[src/rtl/cache_refill_controller.sv]
// -----------------------------------------------------------------------------
// cache_refill_controller
//
// Single-word cache refill engine. A CPU lookup that misses in IDLE latches
// the word-aligned address, requests that word from main memory, waits for
// the returned data and writes it into the cache with a one-cycle fill strobe.
// Every accepted miss is counted in a saturating counter.
//
// Ports:
//   clk           clock, all state updates on the rising edge
//   rst_n         asynchronous active-low reset
//   req_i         CPU lookup valid this cycle
//   addr_i        lookup byte address
//   hit_i         cache hit flag for addr_i
//   stall_o       freeze the CPU pipeline (combinational in IDLE)
//   mem_req_o     word read request to main memory
//   mem_addr_o    word-aligned read address (latched miss address)
//   mem_ready_i   memory accepts the request
//   mem_valid_i   mem_rdata_i is valid (only looked at in WAIT)
//   mem_rdata_i   returned word
//   fill_o        one-cycle cache write strobe
//   fill_addr_o   refill address (latched miss address)
//   fill_data_o   refill word
//   miss_count_o  saturating miss counter
// -----------------------------------------------------------------------------
module cache_refill_controller #(
  parameter int DATA_WIDTH = 32,
  parameter int ADDR_WIDTH = 32,
  parameter int CNT_WIDTH  = 16
) (
  input  logic                  clk,
  input  logic                  rst_n,
  input  logic                  req_i,
  input  logic [ADDR_WIDTH-1:0] addr_i,
  input  logic                  hit_i,
  output logic                  stall_o,
  output logic                  mem_req_o,
  output logic [ADDR_WIDTH-1:0] mem_addr_o,
  input  logic                  mem_ready_i,
  input  logic                  mem_valid_i,
  input  logic [DATA_WIDTH-1:0] mem_rdata_i,
  output logic                  fill_o,
  output logic [ADDR_WIDTH-1:0] fill_addr_o,
  output logic [DATA_WIDTH-1:0] fill_data_o,
  output logic [CNT_WIDTH-1:0]  miss_count_o
);

  typedef enum logic [1:0] {
    S_IDLE = 2'd0,
    S_REQ  = 2'd1,
    S_WAIT = 2'd2,
    S_FILL = 2'd3
  } state_e;

  state_e                  state_q;
  logic [ADDR_WIDTH-1:0]   addr_q;
  logic                    mem_req_q;
  logic                    fill_q;
  logic [DATA_WIDTH-1:0]   fill_data_q;
  logic [CNT_WIDTH-1:0]    miss_cnt_q;
  logic [CNT_WIDTH-1:0]    miss_cnt_d;
  logic [ADDR_WIDTH-1:0]   addr_d;
  logic                    miss_w;

  // Refills are whole words, so the byte offset is dropped.
  logic unused_addr_lsb;
  assign unused_addr_lsb = ^addr_i[1:0];

  // Saturating increment: sticks at all-ones instead of wrapping.
  function automatic logic [CNT_WIDTH-1:0] sat_inc(input logic [CNT_WIDTH-1:0] v);
    if (&v) begin
      return v;
    end
    return v + {{(CNT_WIDTH-1){1'b0}}, 1'b1};
  endfunction

  assign miss_w     = (state_q == S_IDLE) && req_i && !hit_i;
  assign addr_d     = {addr_i[ADDR_WIDTH-1:2], 2'b00};
  assign miss_cnt_d = sat_inc(miss_cnt_q);

  // Stall must rise in the miss cycle itself, before the FSM has moved, so it
  // is decoded from the live lookup while IDLE. Under reset the FSM sits in
  // IDLE, so the same decode applies.
  assign stall_o = (state_q != S_IDLE) || (req_i && !hit_i);

  always_ff @(posedge clk or negedge rst_n) begin
    if (!rst_n) begin
      state_q     <= S_IDLE;
      addr_q      <= '0;
      mem_req_q   <= 1'b0;
      fill_q      <= 1'b0;
      fill_data_q <= '0;
      miss_cnt_q  <= '0;
    end else begin
      fill_q <= 1'b0;
      case (state_q)
        S_IDLE: begin
          if (miss_w) begin
            addr_q     <= addr_d;
            miss_cnt_q <= miss_cnt_d;
            mem_req_q  <= 1'b1;
            state_q    <= S_REQ;
          end
        end
        S_REQ: begin
          // mem_valid_i is deliberately not looked at here, even on the
          // handshake edge; data only counts once the request is accepted.
          if (mem_ready_i) begin
            mem_req_q <= 1'b0;
            state_q   <= S_WAIT;
          end
        end
        S_WAIT: begin
          if (mem_valid_i) begin
            fill_data_q <= mem_rdata_i;
            fill_q      <= 1'b1;
            state_q     <= S_FILL;
          end
        end
        S_FILL: begin
          state_q <= S_IDLE;
        end
        default: begin
          state_q   <= S_IDLE;
          mem_req_q <= 1'b0;
        end
      endcase
    end
  end

  assign mem_req_o    = mem_req_q;
  assign mem_addr_o   = addr_q;
  assign fill_o       = fill_q;
  assign fill_addr_o  = addr_q;
  assign fill_data_o  = fill_data_q;
  assign miss_count_o = miss_cnt_q;

endmodule

[config.mk]
export PLATFORM = sky130hd
export DESIGN_NAME = cache_refill_controller
export DESIGN_NICKNAME = d
export VERILOG_FILES = /design/src/rtl/cache_refill_controller.sv
export SDC_FILE = /design/constraint.sdc
export NUM_CORES = 1
export LEC_CHECK = 0
export ABC_AREA = 1
export BUFFER_PORTS_ARGS = -buffer_cell sky130_fd_sc_hd__buf_2
export CAP_MARGIN = 25
export CORE_MARGIN = 2
export CORE_UTILIZATION = 38
export CTS_BUF_LIST = sky130_fd_sc_hd__clkbuf_4 sky130_fd_sc_hd__clkbuf_8
export DETAILED_ROUTE_END_ITERATION = 12
export PLACE_DENSITY = 0.72
export SYNTH_ARGS = -nofsm -noshare
export SYNTH_HDL_FRONTEND = slang
export SYNTH_SLANG_ARGS = --single-unit
[constraint.sdc]
create_clock -name clk -period 1.6 [get_ports clk]
set_input_delay 0 -clock clk [delete_from_list [all_inputs] [get_ports clk]]
set_output_delay 0 -clock clk [all_outputs]
set_load 0.02 [all_outputs]
# ---- Yosys cells after proc, flatten, opt, wreduce, memory -nomap -nowiden
# Cells that the tools add are included.
dict set report op_classes {
  n_mul 0
  addsub 1
  n_shift 0
  n_lt_le_gt_ge 0
  n_reduce_logical 14
  mux 11
  n_div 0
  bitwise 0
  n_eq_ne 7
}
# operator n
set op_table {}
lappend op_table {{$add 16x1->16 const B} 1}
lappend op_table {{$mux 16} 1}
lappend op_table {{$reduce_and 16->1} 1}
lappend op_table {{$reduce_and 3->1} 3}
lappend op_table {{$ne 2x2->1 const B} 4}
lappend op_table {{$pmux 2 s4} 1}
lappend op_table {{$mux 2} 3}
lappend op_table {{$mux 1} 5}
lappend op_table {{$eq 2x2->1 const B} 2}
lappend op_table {{$reduce_and 2->1} 2}
lappend op_table {{$reduce_bool 2->1} 2}
lappend op_table {{$logic_and 1x1->1} 3}
lappend op_table {{$eq 2x1->1 const B} 1}
lappend op_table {{$logic_not 2->1} 1}
lappend op_table {{$pmux 1 s2} 1}
lappend op_table {{$logic_not 1->1} 1}
lappend op_table {{$logic_or 1x1->1} 1}
dict set report word_totals {
  wordCells 39
  out_inout_bits 115
  reg_bits 82
  input_bits 70
  romBits 0
  ram_bits 0
  memories 0
  latch_bits 0
}

# ---- Logic depth before layout (Yosys ltp)
# Gate-level depths: netlist (run 1).
dict set report logic_depth {
  ltp_word 5
  ltp_mapped 9
  ltp_nobuf 9
}

# ---- Worst setup path before layout (run 1)
# No wires, ideal clock.
dict set report synth_timing {
  path_type {flip-flop to flip-flop}
  startpoint {reg state_q[0]}
  endpoint {reg state_q[0]}
  synth_period_minus_slack_ns 1.634
  arrival_time_ns 1.511
  t_required_ns 1.476
  path_buffers 0
  setup_time_ns 0.124
  path_slack_ns -0.034
  stages_incl_launch_ff 10
  cell_sequence {dfrtp_1 > inv_1 > ha_1 > nand2_1 > nor2_8 > inv_2 > nand2_1 > o211ai_2 > nand2_1 > o21ai_1}
}
dict set report synth_between {
  elab_chain_cells 5
  word_cells_on_any_way 11
  classes_between {6 x eq/ne; 1 x mux; 4 x reduce/logical}
}
# element line_no
set synth_rtl {}
lappend synth_rtl {{from (decl)} 55} ;# state_e state_q;
lappend synth_rtl {{from (signal assigned)} 88} ;# state_q <= S_IDLE;
lappend synth_rtl {{from (signal assigned)} 102} ;# state_q <= S_REQ;
lappend synth_rtl {{from (signal assigned)} 110} ;# state_q <= S_WAIT;
lappend synth_rtl {{$logic_not 2->1} {77, 96}}
lappend synth_rtl {{$logic_and 1x1->1 (2 in a row)} 77} ;# assign miss_w = (state_q == S_IDLE) && req_i && !hit_i;
lappend synth_rtl {{$ne 2x2->1 (no line)} n/a}
lappend synth_rtl {{$reduce_and 3->1 (no line)} n/a}
# Several ways; a longest one is shown, not always the timed one.
# A chain may end at the register's enable or synchronous reset.

# ---- Worst setup path in the final report (run 1)
dict set report layout_timing {
  startpoint {reg state_q[0]}
  endpoint {out stall_o}
}
dict set report layout_between {
  elab_chain_cells 2
}
# element line_no
set layout_rtl {}
lappend layout_rtl {{$reduce_bool 2->1} 84} ;# assign stall_o = (state_q != S_IDLE) || (req_i && !hit_i);
lappend layout_rtl {{$logic_or 1x1->1} 84}
lappend layout_rtl {{to (decl)} 36} ;# output logic stall_o,
# No other way between the ends.

==> results.cfg, run 1 <==
[timing]
fin_crit_ps = 1500
max_clock_freq_ghz = 0.667
hold_viol = 0
clock_skew_ps = 8.41
grt_setup_unrepaired = no
fin_setup_tns_ps = 0
fin_crit_sh = 0.937
finalMaxSlewViolations = 0
finalSetupViolCount = 0

[cells_and_area]
fin_nets = 766
antenna_cells = 0
syn_to_final_growth_pct = 44.4
drive_above_1_share = 0.317
final_cell_area_mm2 = 0.00557
final_cell_count_no_fill = 830

[logic_synthesis]
synth_area_mm2 = 0.00386
yosysWarnings = 0
ys_ff_latch = 82
ys_types = 25
synthCells = 473
syn-mean-instance-area_um2 = 8.16
seq_area_frac_synth = 0.532

[clocking]
cts.sinks = 82
clock_tree.root_cell = clkbuf_8
htree_num_levels = 3
cts_tree = built
cts.path.max_buffers = 2
cts_buffers = 9
clkLatencyLatePin_ps = 350
clk_pin_slew_ps = 80

[place]
dp_cells = 749
hpwl_um = 6510
place_congestion = 0.819
place_area_mm2 = 0.00472
io_buffers = 178

[floorplanning]
io_pins = 185
chipWidth_um = 105
die-area_mm2 = 0.0110
start_util = 0.393
dieHeight_um = 105
core_region_area_mm2 = 0.00982
row_count = 36

[route]
wl_per_cell_um = 12.0
vias = 3703
drt-total-wl_um = 10000
vias_per_cell = 4.46
drc = 0
ant_nets = 0
dr.pass1.iters = 4
drt_iter0_markers = 131

[global_route]
grt.overflow.total = 0
antenna_found_initial = 0
grt_max_degree = 50
first_global_vias = 3714
grt_pass1_wl_um = 16700
grt.total_usage = 0.186

[power]
p_per_area_mw_per_mm2 = 1690
power.leakage_nw = 3.16
p_total_mw = 9.44
peakVddDrop_mv = 0.931

[setup_path]
critPathKind = reg2out
critPathMaxStageDelay_ps = 400
cp-end-kind = output port
crit_chain = inv_1 -> ha_2 -> nand2_2 -> nor2_8 -> inv_4 -> nand2_4 -> buf_6
cp-start-kind = flop
cp_max_fo = 6
cp_data_arrival_time_ps = 1500
critPathSlowestCell = dfrtp_1
critPathRequiredTime_ps = 1600

[outcome]
run_status = finished clean

[worst_hold_path]
holdCritPathClass = in2reg

[run]
cap_violations = 0
## layout by cell type (no fill, tap or decap), types with 2 or more instances in the layout
cell and count:
inv_1 19, nand2_1 258, clkbuf_8 9, dfrtp_1 82
dlygate4sd3_1 63, nand2_2 3, buf_4 10, buf_12 3
nand4_1 9, o21ai_1 2, nand3_1 9, clkinv_2 4
buf_2 176, nor2_4 2, ha_1 3, xnor2_1 6
o21ai_0 4, nor2_1 16, conb_1 4, nand2_4 2
## stage by stage
stage,setup slack [ps],hold WS (ps),utilization
5_1_grt,16.0,56.3,0.567
3_3_place_gp,151,-33.1,0.480
4_1_cts,14.8,5.04,0.564
2_1_floorplan,21.3,-296,-
6_report,101,23.7,0.567
3_5_place_dp,81.3,-22.5,0.480
## worst max-delay path, delay by kind of cell, from the launching register on
family / cells / cell delay (ps)
flops: 1 / 400
buf+inv: 3 / 280
simple gates: 3 / 280
fa+ha+maj: 1 / 190
## cell families after synthesis
| kind of cell | share of synthesized area |
|---|---|
| AOI/OAI and AO/OA | 0.0152 |
| xor gates and xnor gates | 0.0136 |
| adders and majority gates | 0.0130 |
| and+or+nand+nor | 0.320 |
| other | 0.000972 |
| buffers and inverters | 0.105 |
| DFF | 0.532 |
## what timing repair did
action | in CTS | in global routing
endpoints found under the setup margin | 1 | 1
hold buffers | 63 | 0
gates resized for setup | 3 | 3
cloned | 0 | 0
setup buffers | 0 | 2
hold endpoints to repair | 95 | 0
## sequential cells by signal (all words and copies together), names as in the netlist
signal / flops
fill_o: 1
mem_req_o: 1
state_q: 2
fill_data_o: 32
miss_count_o: 16
fill_addr_o: 30
## path summary, 6_finish.rpt
check | start | to | slack, ps | cells past startpoint
worst max-delay path | state_q[0]$_DFFE_PN0P_ | stall_o | 100 | 7
worst min-delay path | mem_valid_i | state_q[1]$_DFFE_PN0P_ | 20 | 4
worst max register to register | state_q[0]$_DFFE_PN0P_ | miss_count_o[6]$_DFFE_PN0P_ | 110 | 8
worst min register to register | fill_data_o[17]$_DFFE_PN0P_ | fill_data_o[17]$_DFFE_PN0P_ | 480 | 2
max in group asynchronous | rst_n | state_q[1]$_DFFE_PN0P_ | 790 | 3
min in group asynchronous | rst_n | fill_data_o[4]$_DFFE_PN0P_ | 190 | 2
## where the power goes
group	internal (mW)	switching (mW)	leakage [nW]
logic	1.60	2.93	2.02
registers	2.89	0.558	1.05
clock network	0.728	0.733	0.0992
## per-layer routing
metal,share of wire,up-vias,wire length [um],track usage
met3,0.058,25,576,0.0412
met5,0,-,0,0
met4,0.027,0,266,0.0905
met1,0.42,1715,4230,0.215
met2,0.49,124,4930,0.325
li1,-,1839,-,-
## layout make-up
class	count	area, um^2
Clock buffer	10	131
Clock inverter	6	57.6
Fill cell	887	4250
Inverter	21	81.3
Multi-Input combinational cell	325	1420
Sequential cell	82	2050
Tap cell	133	166
Timing Repair Buffer	253	1660
## cells in the mapped netlist
cell      count  share of area
xnor2_1       6          0.014
nand3_2       1         0.0026
ha_1          4          0.013
o21ai_0       4         0.0052
nand3_1       9          0.012
o211ai_2      1         0.0032
buf_1         1        0.00097
nand2_4       1         0.0029
nor2_8        1         0.0052
dfrtp_1      82           0.53
nand2_1     260           0.25
nand2_8       1         0.0052
nand4_1       9          0.015
nor2_4        2         0.0058
buf_4        35          0.068
o211ai_1      1         0.0019
conb_1        1        0.00097
clkbuf_1     11          0.011
a21oi_2       1         0.0023
buf_12        1         0.0052
inv_2         2         0.0019
o21ai_1       2         0.0026
nand2_2       2         0.0032
inv_1        19          0.018
nor2_1       16          0.016
Power figures use the tool's default switching activity.
==> run 2: changes to the inputs <==
CELL_PAD_IN_SITES_DETAIL_PLACEMENT = 1   (was unset)
CELL_PAD_IN_SITES_GLOBAL_PLACEMENT = 1   (was unset)
CORE_UTILIZATION = 36   (was 38)
PLACE_DENSITY = 0.9   (was 0.72)
SETUP_SLACK_MARGIN = 0.2   (was unset)
clock period = 1.86 ns   (was 1.6 ns; I/O delays follow)
==> results.cfg, run 2 (synthesized netlist as in run 1, its figures left out) <==
[clocking]
cts.path.max_buffers = 2
htree_num_levels = 3
clk_pin_slew_ps = 90
cts_tree = built
cts.sinks = 82
clock_tree.root_cell = clkbuf_8
clkLatencyLatePin_ps = 350
cts_buffers = 9

[timing]
worstMarginPinSlew_ps = 507
finalMaxSlewViolations = 0
fin_crit_ps = 1590
slew_headroom = 0.662
clock_skew_ps = 9.47
finalSetupViolCount = 0
hold_viol = 0
hold_slack_ps = 39.8
fin_crit_sh = 0.857
fin_setup_tns_ps = 0
grt_setup_unrepaired = no
max_clock_freq_ghz = 0.627

[worst_hold_path]
holdCritPathClass = in2reg
min_from = mem_valid_i
holdPathStages = 4
min_to = state_q[0]$_DFFE_PN0P_

[route]
drc = 0
wl_per_cell_um = 17.9
ant_nets = 0
drt_iter0_markers = 212
vias_per_cell = 4.82
vias = 4033
dr.pass1.iters = 4
drt-total-wl_um = 14900

[cells_and_area]
largest_reg_flops = 32
final_cell_mix = nand2_1 (258), buf_2 (176), dfrtp_1 (80)
fin_nets = 769
fin_util = 0.545
final_cell_count_no_fill = 836
syn_to_final_growth_pct = 46.6
drive_above_1_share = 0.329
mostFrequentLayoutCell = nand2_1
antenna_cells = 0

[setup_path]
cp_data_arrival_time_ps = 1850
critPathRequiredTime_ps = 2110
critPathKind = reg2reg
cp-start-kind = flop
rr_endpoint = miss_count_o[2]$_DFFE_PN0P_
cp-end-kind = flop
r2r_slack_ps = 270
rr_worst_depth = 8
cp_max_fo = 17
r2r_start = state_q[1]$_DFFE_PN0P_

[global_route]
grt_max_degree = 49
antenna_found_initial = 0
first_global_vias = 4430
grt.overflow.total = 0
grt_pass1_wl_um = 23000
grt.total_usage = 0.258

[floorplanning]
io_pins = 185
dieHeight_um = 108
core_region_area_mm2 = 0.0104
chipWidth_um = 108
die-area_mm2 = 0.0116
row_count = 37
start_util = 0.372

[outcome]
run_status = finished clean

[power]
power.leakage_nw = 3.19
p_per_area_mw_per_mm2 = 1560
peakVddDrop_mv = 0.732
p_total_mw = 8.84

[run]
cap_violations = 0

[place]
place_congestion = 0.816
hpwl_um = 8260
io_buffers = 178
dp_cells = 748
## run 2: changes by cell type in the layout (fill, tap and decap cells not counted), moves of 2 or more
cell      previous run  this run
dfrtp_2              0         2
inv_1               19        17
dfrtp_1             82        80
buf_4               10        13
inv_2                1         4
clkbuf_8             9        11
clkinv_2             4         1
## run 2: worst max-delay path by stage
stage | startpoint | to
6_report | state_q[1]$_DFFE_PN0P_ | miss_count_o[2]$_DFFE_PN0P_
5_1_grt | miss_count_o[1]$_DFFE_PN0P_ | miss_count_o[2]$_DFFE_PN0P_
4_1_cts | miss_count_o[0]$_DFFE_PN0P_ | miss_count_o[14]$_DFFE_PN0P_
3_5_place_dp | state_q[1]$_DFFE_PN0P_ | state_q[1]$_DFFE_PN0P_
3_3_place_gp | state_q[0]$_DFFE_PN0P_ | fill_addr_o[11]$_DFFE_PN0P_
2_1_floorplan | state_q[0]$_DFFE_PN0P_ | state_q[0]$_DFFE_PN0P_
## run 2: worst max-delay path, cell delays in order (launching register included)
cell,delay [ps]
dfrtp_1,420
inv_2,100
ha_4,160
nand2_2,90
nor2_8,130
buf_6,130
buf_12,150
nand2_8,110
o21ai_0,200
## run 2: repair_timing
action                                 4_1_cts  5_1_grt
hold buffers                                63        0
setup endpoints to repair                   48       21
pin swaps                                    1        1
resized for setup                            5        7
buffers inserted                             2        6
endpoints found under the hold margin       96        0
gates cloned                                 0        1
## run 2: area by class of cell
| cell class | instances | area (um^2) |
|---|---|---|
| Clock buffer | 12 | 159 |
| Fill cell | 1279 | 4720 |
| Tap cell | 136 | 170 |
| Clock inverter | 4 | 73.8 |
| Sequential cell | 82 | 2050 |
| Multi-Input combinational cell | 325 | 1430 |
| Timing Repair Buffer | 256 | 1690 |
| Inverter | 21 | 78.8 |
## run 2: per-stage QoR
| step | worst slack [ps] | instance area, um^2 |
|---|---|---|
| detailed placement | 132 | 4670 |
| finish | 265 | 5650 |
| global placement | 255 | 4670 |
| global route | 194 | 5650 |
| CTS | 202 | 5570 |
| floorplan | 226 | 3870 |
## run 2: power breakdown
| group | switching [mW] | internal, mW |
|---|---|---|
| logic | 2.84 | 1.39 |
| clock network | 0.678 | 0.847 |
| registers | 0.595 | 2.49 |
| total | 4.11 | 4.73 |
## run 2: routing by layer
metal  track usage  up-vias  wire length, um
li1              -     1837                -
met1         0.296     2012             5790
met2         0.473      154             8090
met3        0.0466       30              698
met4         0.101        0              348
met5             0        -                0
==> run 3: changes to the inputs <==
ABC_AREA = unset   (was 1)
CORE_UTILIZATION = 37   (was 36)
==> results.cfg, run 3 <==
[power]
peakVddDrop_mv = 0.687
power.leakage_nw = 3.00
p_per_area_mw_per_mm2 = 1500

[logic_synthesis]
yosysWarnings = 0
seq_area_frac_synth = 0.575
ys_top_cells_by_count = nand2_1 (96), dfrtp_1 (82), buf_4 (34)
yosysTopAreaCell = dfrtp_1
synth_edf_count = 0
synth_top_area_share = 0.575
synth_most_common_cell = nand2_1
syn-mean-instance-area_um2 = 11.0
synthArstFlopShare = 1.00
ys_types = 32
synth_area_mm2 = 0.00357
synthCells = 325
ys.flop_type = dfrtp_1
ys_ff_latch = 82
synth.area.top_cells = dfrtp_1 (58%), mux2_2 (10%), nand2_1 (10%)

[timing]
grt_setup_unrepaired = yes
fin_setup_tns_ps = 0
fin_crit_sh = 0.919
max_clock_freq_ghz = 0.585
hold_viol = 0
clock_skew_ps = 21.2
finalMaxSlewViolations = 0
fin_crit_ps = 1710
hold_slack_ps = 61.4
finalSetupViolCount = 0

[setup_path]
crit_chain = nand4_1 -> buf_4 -> buf_4 -> nor3_2 -> nor4_4 -> xor2_1
critPathMaxStageDelay_ps = 470
path_common_cell = buf_4
rr_endpoint = miss_count_o[11]$_DFFE_PN0P_
critPathSlowestCell = dfrtp_1
r2r_start = miss_count_o[13]$_DFFE_PN0P_
r2r_slack_ps = 150
crit_family = simple AND/OR/NAND/NOR gates
cp_data_arrival_time_ps = 1910
critPathRequiredTime_ps = 2060
rr_worst_depth = 6
critPathKind = reg2reg
cp_max_fo = 5
cp-start-kind = flop
crit_buf_inv = 2
cp-end-kind = flop

[clocking]
htree_num_levels = 3
clk_pin_slew_ps = 100
cts.sinks = 82
cts_buffers = 9
clkLatencyLatePin_ps = 350
cts_tree = built
cts.path.max_buffers = 2
clock_tree.root_cell = clkbuf_8

[place]
io_buffers = 178
place_congestion = 0.765
place_area_mm2 = 0.00446
dp_cells = 599
hpwl_um = 6930

[floorplanning]
die-area_mm2 = 0.0104
start_util = 0.384
dieHeight_um = 102
row_count = 35
core_region_area_mm2 = 0.00928
io_pins = 185
chipWidth_um = 102

[outcome]
run_status = finished clean

[global_route]
grt.overflow.total = 0
grt.total_usage = 0.211
grt_max_degree = 39
first_global_vias = 3497
grt_pass1_wl_um = 17000
antenna_found_initial = 0

[route]
vias = 3229
wl_per_cell_um = 16.6
ant_nets = 0
dr.pass1.iters = 4
drt_iter0_markers = 54
drc = 0
vias_per_cell = 4.63
drt-total-wl_um = 11600

[cells_and_area]
largest_reg_flops = 32
mostFrequentLayoutCell = buf_2
syn_to_final_growth_pct = 58.7
fin_nets = 640
final_cell_count_no_fill = 698
final_cell_mix = buf_2 (177), nand2_1 (96), dfrtp_1 (76)
drive_above_1_share = 0.504
antenna_cells = 0
final_cell_area_mm2 = 0.00566

[worst_hold_path]
holdPathStages = 4
holdCritPathClass = in2reg
min_to = mem_req_o$_DFFE_PN0P_
min_from = mem_ready_i

[run]
cap_violations = 0
==> run 3: final cells by class <==
type / count / area, um^2
clock buffer: 10 / 131
clock inverter: 4 / 70.1
fill: 1039 / 3620
inverter: 9 / 33.8
multi-input combinational: 192 / 1370
sequential: 82 / 2060
tap: 129 / 161
timing repair buffer: 272 / 1840
==> run 3: kinds of logic (layout without fill, tap and decap cells) <==
| logic type | count (synthesis) | in the layout | synth area share |
|---|---|---|---|
| XOR/XNOR | 14 | 14 | 0.0344 |
| AO/OA/AOI/OAI | 8 | 8 | 0.0137 |
| flip-flops | 82 | 82 | 0.575 |
| buffers and inverters | 54 | 295 | 0.0930 |
| AND/OR/NAND/NOR | 127 | 127 | 0.158 |
| adder cells (fa/ha/maj) | 4 | 4 | 0.0140 |
| other | 1 | 4 | 0.00105 |
| multiplexers | 35 | 35 | 0.111 |
==> run 3: how the worst max path moves through the flow <==
stage	startpoint	cells after the start	slack, ps	end
after floorplan	state_q[0]$_DFFE_PN0P_	7	70	miss_count_o[15]$_DFFE_PN0P_
after global placement	state_q[0]$_DFFE_PN0P_	6	80	miss_count_o[15]$_DFFE_PN0P_
after CTS	state_q[0]$_DFFE_PN0P_	6	150	miss_count_o[1]$_DFFE_PN0P_
after global routing	miss_count_o[13]$_DFFE_PN0P_	6	70	miss_count_o[7]$_DFFE_PN0P_
final	miss_count_o[13]$_DFFE_PN0P_	6	150	miss_count_o[11]$_DFFE_PN0P_
after detailed placement	state_q[1]$_DFFE_PN0P_	6	-30	miss_count_o[11]$_DFFE_PN0P_
==> run 3: through the flow <==
step	power, mW	util	setup WS (ps)
after CTS	8.32	0.580	153
after global routing	9.02	0.610	74.9
final	8.50	0.610	151
after detailed placement	6.79	0.480	-31.2
after floorplan	5.70	-	67.5
after global placement	6.60	0.480	80.5
==> run 3: worst reg2reg max path: stages (launching register included) <==
cell and delay (ps):
dfrtp_1 470, nand4_1 140, buf_4 190, buf_4 130, nor3_2 370, nor4_4 100
xor2_1 160
==> run 3: power breakdown <==
group | total, mW | switching (mW) | internal [mW]
Sequential | 3.00 | 0.481 | 2.52
Clock | 1.37 | 0.613 | 0.753
Combinational | 4.12 | 2.51 | 1.61
==> run 3: timing repair <==
| action | CTS | global route |
|---|---|---|
| hold buffers | 63 | 0 |
| cloned | 0 | 1 |
| endpoints found under the hold margin | 144 | 0 |
| endpoints found under the setup margin | 15 | 20 |
| buffers inserted | 4 | 17 |
| gates resized for setup | 14 | 24 |
| pin swaps | 2 | 9 |
==> run 3: layer usage <==
layer	up-vias	track usage	wire length [um]
met5	-	0	0
met4	0	0.0831	242
met3	21	0.0479	643
met2	122	0.409	6540
met1	1585	0.219	4200
li1	1501	-	-
